**config.mk**
```make
export PLATFORM = sky130hd
export DESIGN_NAME = branch_predictor
export DESIGN_NICKNAME = d
export VERILOG_FILES = /design/src/rtl/branch_predictor.sv
export SDC_FILE = /design/constraint.sdc
export NUM_CORES = 2
export LEC_CHECK = 0
export ABC_AREA = 1
export BUFFER_PORTS_ARGS = -buffer_cell sky130_fd_sc_hd__buf_2
export CAP_MARGIN = 20
export CELL_PAD_IN_SITES_DETAIL_PLACEMENT = 0
export CELL_PAD_IN_SITES_GLOBAL_PLACEMENT = 1
export CORE_ASPECT_RATIO = 0.5
export CORE_MARGIN = 5
export CORE_UTILIZATION = 33
export DETAILED_ROUTE_END_ITERATION = 8
export GPL_ROUTABILITY_DRIVEN = 1
export PLACE_DENSITY_LB_ADDON = 0.25
export SYNTH_ARGS = -nofsm -noshare
export SYNTH_HDL_FRONTEND = slang
export SYNTH_SLANG_ARGS = --single-unit
```
**constraint.sdc**
```tcl
create_clock -name clk -period 6 [get_ports clk]
set_input_delay 0.3 -clock clk [delete_from_list [all_inputs] [get_ports clk]]
set_output_delay 0.3 -clock clk [all_outputs]
set_load 0.1 [all_outputs]
```
**src/rtl/branch_predictor.sv**
```systemverilog
// Fetch-stage branch predictor: direct-mapped BTB with per-entry saturating
// direction counters plus a circular return address stack. Lookup is
// combinational on the fetch PC; training comes from resolved EX outcomes.
module branch_predictor #(
  parameter int XLEN       = 32,
  parameter int INDEX_BITS = 6,
  parameter int TAG_BITS   = 8,
  parameter int CNT_BITS   = 2,
  parameter int RAS_DEPTH  = 4
) (
  input  logic            clk,
  input  logic            reset,
  input  logic [XLEN-1:0] if_pc,
  output logic            pred_taken,
  output logic [XLEN-1:0] pred_target,
  input  logic            upd_valid,
  input  logic [XLEN-1:0] upd_pc,
  input  logic [1:0]      upd_kind,
  input  logic            upd_call,
  input  logic            upd_taken,
  input  logic [XLEN-1:0] upd_target
);

  localparam int N      = 1 << INDEX_BITS;
  localparam int TAG_LO = INDEX_BITS + 2;
  localparam int TAG_HI = INDEX_BITS + TAG_BITS + 1;
  localparam bit RAS_ON = (RAS_DEPTH > 0);
  localparam int RD     = (RAS_DEPTH > 0) ? RAS_DEPTH : 1;
  localparam int PW     = (RD > 1) ? $clog2(RD) : 1;
  localparam int CW     = $clog2(RD + 1);

  localparam logic [CNT_BITS-1:0] CNT_MAX  = {CNT_BITS{1'b1}};
  localparam logic [CNT_BITS-1:0] CNT_WEAK = CNT_BITS'(1) << (CNT_BITS - 1);

  // BTB storage
  logic [N-1:0]          valid_q;
  logic [TAG_BITS-1:0]   tag_q  [N];
  logic [1:0]            kind_q [N];
  logic [XLEN-1:0]       tgt_q  [N];
  logic [CNT_BITS-1:0]   cnt_q  [N];

  // RAS storage
  logic [XLEN-1:0]       ras_q  [RD];
  logic [PW-1:0]         top_q;
  logic [CW-1:0]         rcnt_q;

  // Lookup side
  logic [INDEX_BITS-1:0] l_idx;
  logic [TAG_BITS-1:0]   l_tag;
  logic                  l_hit;
  logic [XLEN-1:0]       l_seq;
  logic                  ras_avail;

  // Training side
  logic [INDEX_BITS-1:0] u_idx;
  logic [TAG_BITS-1:0]   u_tag;
  logic                  u_hit;
  logic                  we_d;
  logic [1:0]            kind_d;
  logic [XLEN-1:0]       tgt_d;
  logic [CNT_BITS-1:0]   cnt_d;

  logic                  push_s;
  logic                  pop_s;
  logic                  ras_we_d;
  logic [PW-1:0]         ras_wptr_d;
  logic [PW-1:0]         top_d;
  logic [CW-1:0]         rcnt_d;
  logic [PW-1:0]         top_inc;
  logic [PW-1:0]         top_dec;
  logic [XLEN-1:0]       ret_addr;

  // PC bits that never take part in index or tag
  logic unused_pc_bits;
  assign unused_pc_bits = ^{if_pc[1:0], if_pc[XLEN-1:TAG_HI+1],
                            upd_pc[1:0], upd_pc[XLEN-1:TAG_HI+1]};

  // Combinational lookup; reset forces the fall-through prediction
  always_comb begin
    l_idx       = if_pc[INDEX_BITS+1:2];
    l_tag       = if_pc[TAG_HI:TAG_LO];
    l_hit       = valid_q[l_idx] && (tag_q[l_idx] == l_tag);
    l_seq       = if_pc + XLEN'(4);
    ras_avail   = RAS_ON && (rcnt_q != CW'(0));
    pred_taken  = 1'b0;
    pred_target = l_seq;
    if (!reset && l_hit) begin
      case (kind_q[l_idx])
        2'd1: begin
          if (cnt_q[l_idx][CNT_BITS-1]) begin
            pred_taken  = 1'b1;
            pred_target = tgt_q[l_idx];
          end else begin
            pred_taken  = 1'b0;
          end
        end
        2'd2: begin
          pred_taken  = 1'b1;
          pred_target = tgt_q[l_idx];
        end
        2'd3: begin
          pred_taken  = 1'b1;
          pred_target = ras_avail ? ras_q[top_q] : tgt_q[l_idx];
        end
        default: pred_taken = 1'b0;
      endcase
    end else begin
      pred_taken = 1'b0;
    end
  end

  // BTB training decision: which entry contents to write, if any
  always_comb begin
    u_idx  = upd_pc[INDEX_BITS+1:2];
    u_tag  = upd_pc[TAG_HI:TAG_LO];
    u_hit  = valid_q[u_idx] && (tag_q[u_idx] == u_tag);
    we_d   = 1'b0;
    kind_d = upd_kind;
    tgt_d  = upd_target;
    cnt_d  = cnt_q[u_idx];
    if (upd_valid) begin
      case (upd_kind)
        2'd1: begin
          if (u_hit) begin
            we_d   = 1'b1;
            kind_d = 2'd1;
            if (upd_taken) begin
              tgt_d = upd_target;
              cnt_d = (cnt_q[u_idx] == CNT_MAX) ? CNT_MAX : cnt_q[u_idx] + CNT_BITS'(1);
            end else begin
              tgt_d = tgt_q[u_idx];
              cnt_d = (cnt_q[u_idx] == CNT_BITS'(0)) ? CNT_BITS'(0) : cnt_q[u_idx] - CNT_BITS'(1);
            end
          end else if (upd_taken) begin
            we_d  = 1'b1;
            cnt_d = CNT_WEAK;
          end else begin
            we_d  = 1'b0;
          end
        end
        2'd2, 2'd3: begin
          we_d  = 1'b1;
          cnt_d = CNT_MAX;
        end
        default: we_d = 1'b0;
      endcase
    end else begin
      we_d = 1'b0;
    end
  end

  // BTB state: reset clears valid bits and counters, otherwise write one entry
  always_ff @(posedge clk) begin
    if (reset) begin
      valid_q <= '0;
      for (int i = 0; i < N; i++) begin
        cnt_q[i] <= '0;
      end
    end else if (we_d) begin
      valid_q[u_idx] <= 1'b1;
      tag_q[u_idx]   <= u_tag;
      kind_q[u_idx]  <= kind_d;
      tgt_q[u_idx]   <= tgt_d;
      cnt_q[u_idx]   <= cnt_d;
    end
  end

  // RAS next state: push advances, pop retreats, both replaces the top
  always_comb begin
    push_s     = RAS_ON && upd_valid && upd_call;
    pop_s      = RAS_ON && upd_valid && (upd_kind == 2'd3);
    ret_addr   = upd_pc + XLEN'(4);
    top_inc    = (top_q == PW'(RD - 1)) ? PW'(0) : top_q + PW'(1);
    top_dec    = (top_q == PW'(0)) ? PW'(RD - 1) : top_q - PW'(1);
    ras_we_d   = 1'b0;
    ras_wptr_d = top_q;
    top_d      = top_q;
    rcnt_d     = rcnt_q;
    if (push_s && pop_s) begin
      ras_we_d = 1'b1;
      rcnt_d   = (rcnt_q == CW'(0)) ? CW'(1) : rcnt_q;
    end else if (push_s) begin
      ras_we_d   = 1'b1;
      ras_wptr_d = top_inc;
      top_d      = top_inc;
      rcnt_d     = (rcnt_q == CW'(RD)) ? rcnt_q : rcnt_q + CW'(1);
    end else if (pop_s && (rcnt_q != CW'(0))) begin
      top_d  = top_dec;
      rcnt_d = rcnt_q - CW'(1);
    end else begin
      ras_we_d = 1'b0;
    end
  end

  // RAS state: pointer, occupancy and the written slot
  always_ff @(posedge clk) begin
    if (reset) begin
      top_q  <= '0;
      rcnt_q <= '0;
      for (int i = 0; i < RD; i++) begin
        ras_q[i] <= '0;
      end
    end else begin
      top_q  <= top_d;
      rcnt_q <= rcnt_d;
      if (ras_we_d) begin
        ras_q[ras_wptr_d] <= ret_addr;
      end
    end
  end

endmodule

```
==> results.md <==
* Relative slew slack at 0.260
* HP Class: in -> reg
* Post-synthesis cell area at 130000 µm²
* Most common cell in the netlist: edfxtp_1
* Setup WS pre-CTS at between 0.3 and 0.4 ns
* Cell Count, Final, Fillers Out at 17300
* Worst Tran Pin Value at 1.11 ns
* CP max stage delay at ~0.67 ns
* CP max stage cell: buf_4
* Syn. warnings at 0
* Fin. Hold Viols at 0
* Pwr/cell area at 310 nW/µm²
* Post-route antenna net violation count at 0
* Post-route minimum period at 5.04 ns
* Max VDD drop at 206 µV
* Vias in the first global route at 88100
* Total number of vias at around 94000
* Async SR Flop Fraction at 0
* Dpl cells at 16700
* CTS Buf Count at roughly 300
* Vias per inst at 5.42
* CTS H-tree depth at 5
* Post-synth EDFFs at 2944
* Clock Skew at 0.0667 ns
* Fin worst setup slack at 0.955 ns
* Pins Over Slew Limit at 0
* Post-synth top flop: edfxtp_1
* P_int at around 35 mW
* Avg WL per Cell at ~28 µm
* Leakage at roughly 53 nW
* Cell variety after synth at 54
* Maximum number of pins on one net before global-route repair at 148
* CP cell instances: buf_8, inv_8, nand2_4, buf_4, buf_4, a21oi_1, nor3_1, nand2_1, o211ai_1, nand2_1, nand2_1, nand3_1, nand3_1, nand2_1, nand3_1, nand2_1, buf_2
* Buf/Inv on CP at 5
* Clock slew at reported path FFs at 0.06 ns
* Worst path arrival time at 4.74 ns
* Outcome: complete, no violations
* RSZ-0062 raised after global routing: no
* Grt ovf at 0
* Starting DRT DRC Count at 10900
* Post-Route WL at roughly 480000 µm
* Nets@finish at roughly 12000
* Yosys reg bits at 3015
* Global Route Usage Sum at 0.227
* Initial core utilization at 0.332
* # clock sinks at 3015
* Core Footprint at 390000 µm²
* Crit path max-delay family: buffers and inverters
* Syn nets at about 12000
* Switching share of power at 0.246
* Area contributors post-synth: edfxtp_1, nand2_1, o21ai_0
* MaxCap Viol Count at 0
* First-pass GRT wire length at 671000 µm
* Switching pwr at 11.3 mW
* Die Ht at around 450 µm
* Setup TNS at 0 ns
* Core Util, Final at 0.381
* Area Overhead vs Synth at 14.8%
* First drt pass iteration count at 6
* Share of cells above drive strength 1 at 0.0918
* Crit Path Category: in -> out
* Clock network power share at 0.412
* Sequential share of power at 0.505
* Tot Pwr at 46.1 mW
* Combinational cell fraction of total power at 0.082
* Overall die area at 406000 µm²
* CP endpoint kind: primary output
* Placer Congestion at 0.877
* # IOs at 136
* Worst EP required at 5.70 ns
* Crit Path Max Fanout at 36
* Post-synth top cells: edfxtp_1, nand2_1, nor2_1, o21ai_0, nand3_1
* Worst-case clock buffer depth at 4
* Setup Buffers After CTS at 0
* DP HPWL at 286000 µm
* Post-synth top area share at 0.682
* Mapped Cells at 11700
* Final setup violation count at 0
* Drt drc at 0
* Clock Latency Late Sink at 0.92 ns
* Seq/Total Area, Yosys at 0.693
* CTS tree: built
* FMAX at a little under 0.2 GHz
* Worst setup SP type: input pin
* Avg Synthesized Cell Area at 11.1 µm²
* Part of the cycle the worst path needs at 0.841
* Cell taking the most area after synthesis: edfxtp_1
* CP dominant cell by count: nand2_1
* Die W at 896 µm
* Port Buf Inserts at 135
* Core Rows at 162
* Initial antenna violation count at 25
* CTS Root Cell: clkbuf_16
[state kept, by name, summed over array words and instances (netlist names), named ones only]
| signal | count |
|---|---|
| tgt_q | 2048 |
| tag_q | 512 |
| cnt_q | 128 |
| kind_q | 128 |
| ras_q | 128 |
| valid_q | 64 |
| rcnt_q | 3 |
| top_q | 2 |
[layer usage]
layer / vias to the layer above / wire [µm] / global-route usage
met2: 3752 / 218000 / 0.363
met5: - / 7 / 0
met4: 2 / 15600 / 0.0685
li1: 41800 / - / -
met1: 47600 / 211000 / 0.325
met3: 670 / 32200 / 0.0277
[worst reg2reg max path: stages (launching register included)]
cell	delay (ns)
edfxtp_1	0.43
or2_2	0.29
nand3_1	0.07
nand2_1	0.06
o21ai_0	0.47
buf_4	0.20
nand2_1	0.05
nor2_1	0.12
nand3_1	0.09
nand2_1	0.07
nand3_1	0.09
nor2_1	0.24
buf_4	0.18
nand2_1	0.16
nand2_2	0.14
buf_12	0.18
buf_12	0.19
nand4_1	0.63
nor2_4	0.32
buf_12	0.24
[power by group through the flow]
stage	Combinational (mW)	Clock, mW	Sequential (mW)
after floorplan	1.87	0	23.7
after global placement	3.76	0	23.7
after detailed placement	3.76	0	23.7
after CTS	3.79	19.3	23.3
after global routing	4.03	20.2	23.3
final	3.79	19.0	23.3
[per-stage QoR]
| step | hold WS [ns] | cell area (µm²) |
|---|---|---|
| final | 0.0282 | 149000 |
| after global routing | 0.0290 | 149000 |
| after CTS | 0.00127 | 149000 |
| after detailed placement | 0.440 | 139000 |
| after global placement | 0.437 | 138000 |
| after floorplan | 0.369 | 130000 |
[cell usage in the layout (no fill, tap or decap), types with 14 or more instances in the layout]
master         instances
o211ai_1             173
clkbuf_16            316
a221oi_1              16
buf_4                325
buf_2                123
o221ai_1             236
nor2_4                70
a31oi_1               20
clkbuf_1              68
or2_2                 14
dlygate4sd3_1         39
o21ai_0             1204
inv_1                532
o22ai_1              130
buf_12               111
nand2_1             2666
nor3_1                55
nand4_1               86
bufinv_16             24
clkinv_2              56
clkinv_1              62
mux2i_1               34
nand3_1              845
diode_2               24
a32oi_1               35
dfxtp_1               69
nor2_1              1215
a21oi_1              399
xor2_1                23
edfxtp_1            2944
[repair_timing]
action,in CTS,in global routing
gates resized for setup,0,0
endpoints found under the hold margin,165,0
hold buffers,39,0
[layout make-up]
| cell class | count | area [µm²] |
|---|---|---|
| fill | 37800 | 242000 |
| sequential | 3015 | 89800 |
| multi-input combinational | 7340 | 34800 |
| clock buffer | 385 | 8180 |
| tap | 5248 | 6570 |
| timing repair buffer | 608 | 5860 |
| inverter | 547 | 2100 |
| clock inverter | 154 | 1350 |
| antenna | 24 | 60.1 |
[final timing paths]
check | from | slack [ns] | cells after the start | to
worst min register to register | valid_q[60]$_SDFFE_PP0P_ | 0.46 | 2 | valid_q[60]$_SDFFE_PP0P_
worst max register to register | tag_q[0][2]$_DFFE_PP_ | 1.39 | 19 | tgt_q[54][22]$_DFFE_PP_
worst max-delay path | if_pc[3] | 0.96 | 17 | pred_target[10]
worst min-delay path | upd_target[11] | 0.03 | 1 | tgt_q[16][11]$_DFFE_PP_
[logic make-up (layout without fill, tap and decap cells)]
| group | count (synthesis) | after routing | share of synthesized area |
|---|---|---|---|
| DFF | 3015 | 3015 | 0.693 |
| xor gates and xnor gates | 35 | 35 | 0.00237 |
| AOI/OAI and AO/OA | 2275 | 2275 | 0.103 |
| and+or+nand+nor | 4991 | 4991 | 0.156 |
| buffers and inverters | 1361 | 1694 | 0.0425 |
| adders and majority gates | 5 | 5 | 0.000541 |
| muxes | 34 | 34 | 0.00263 |
| other | 0 | 24 | 0 |
(Power assumes the default switching activity.)
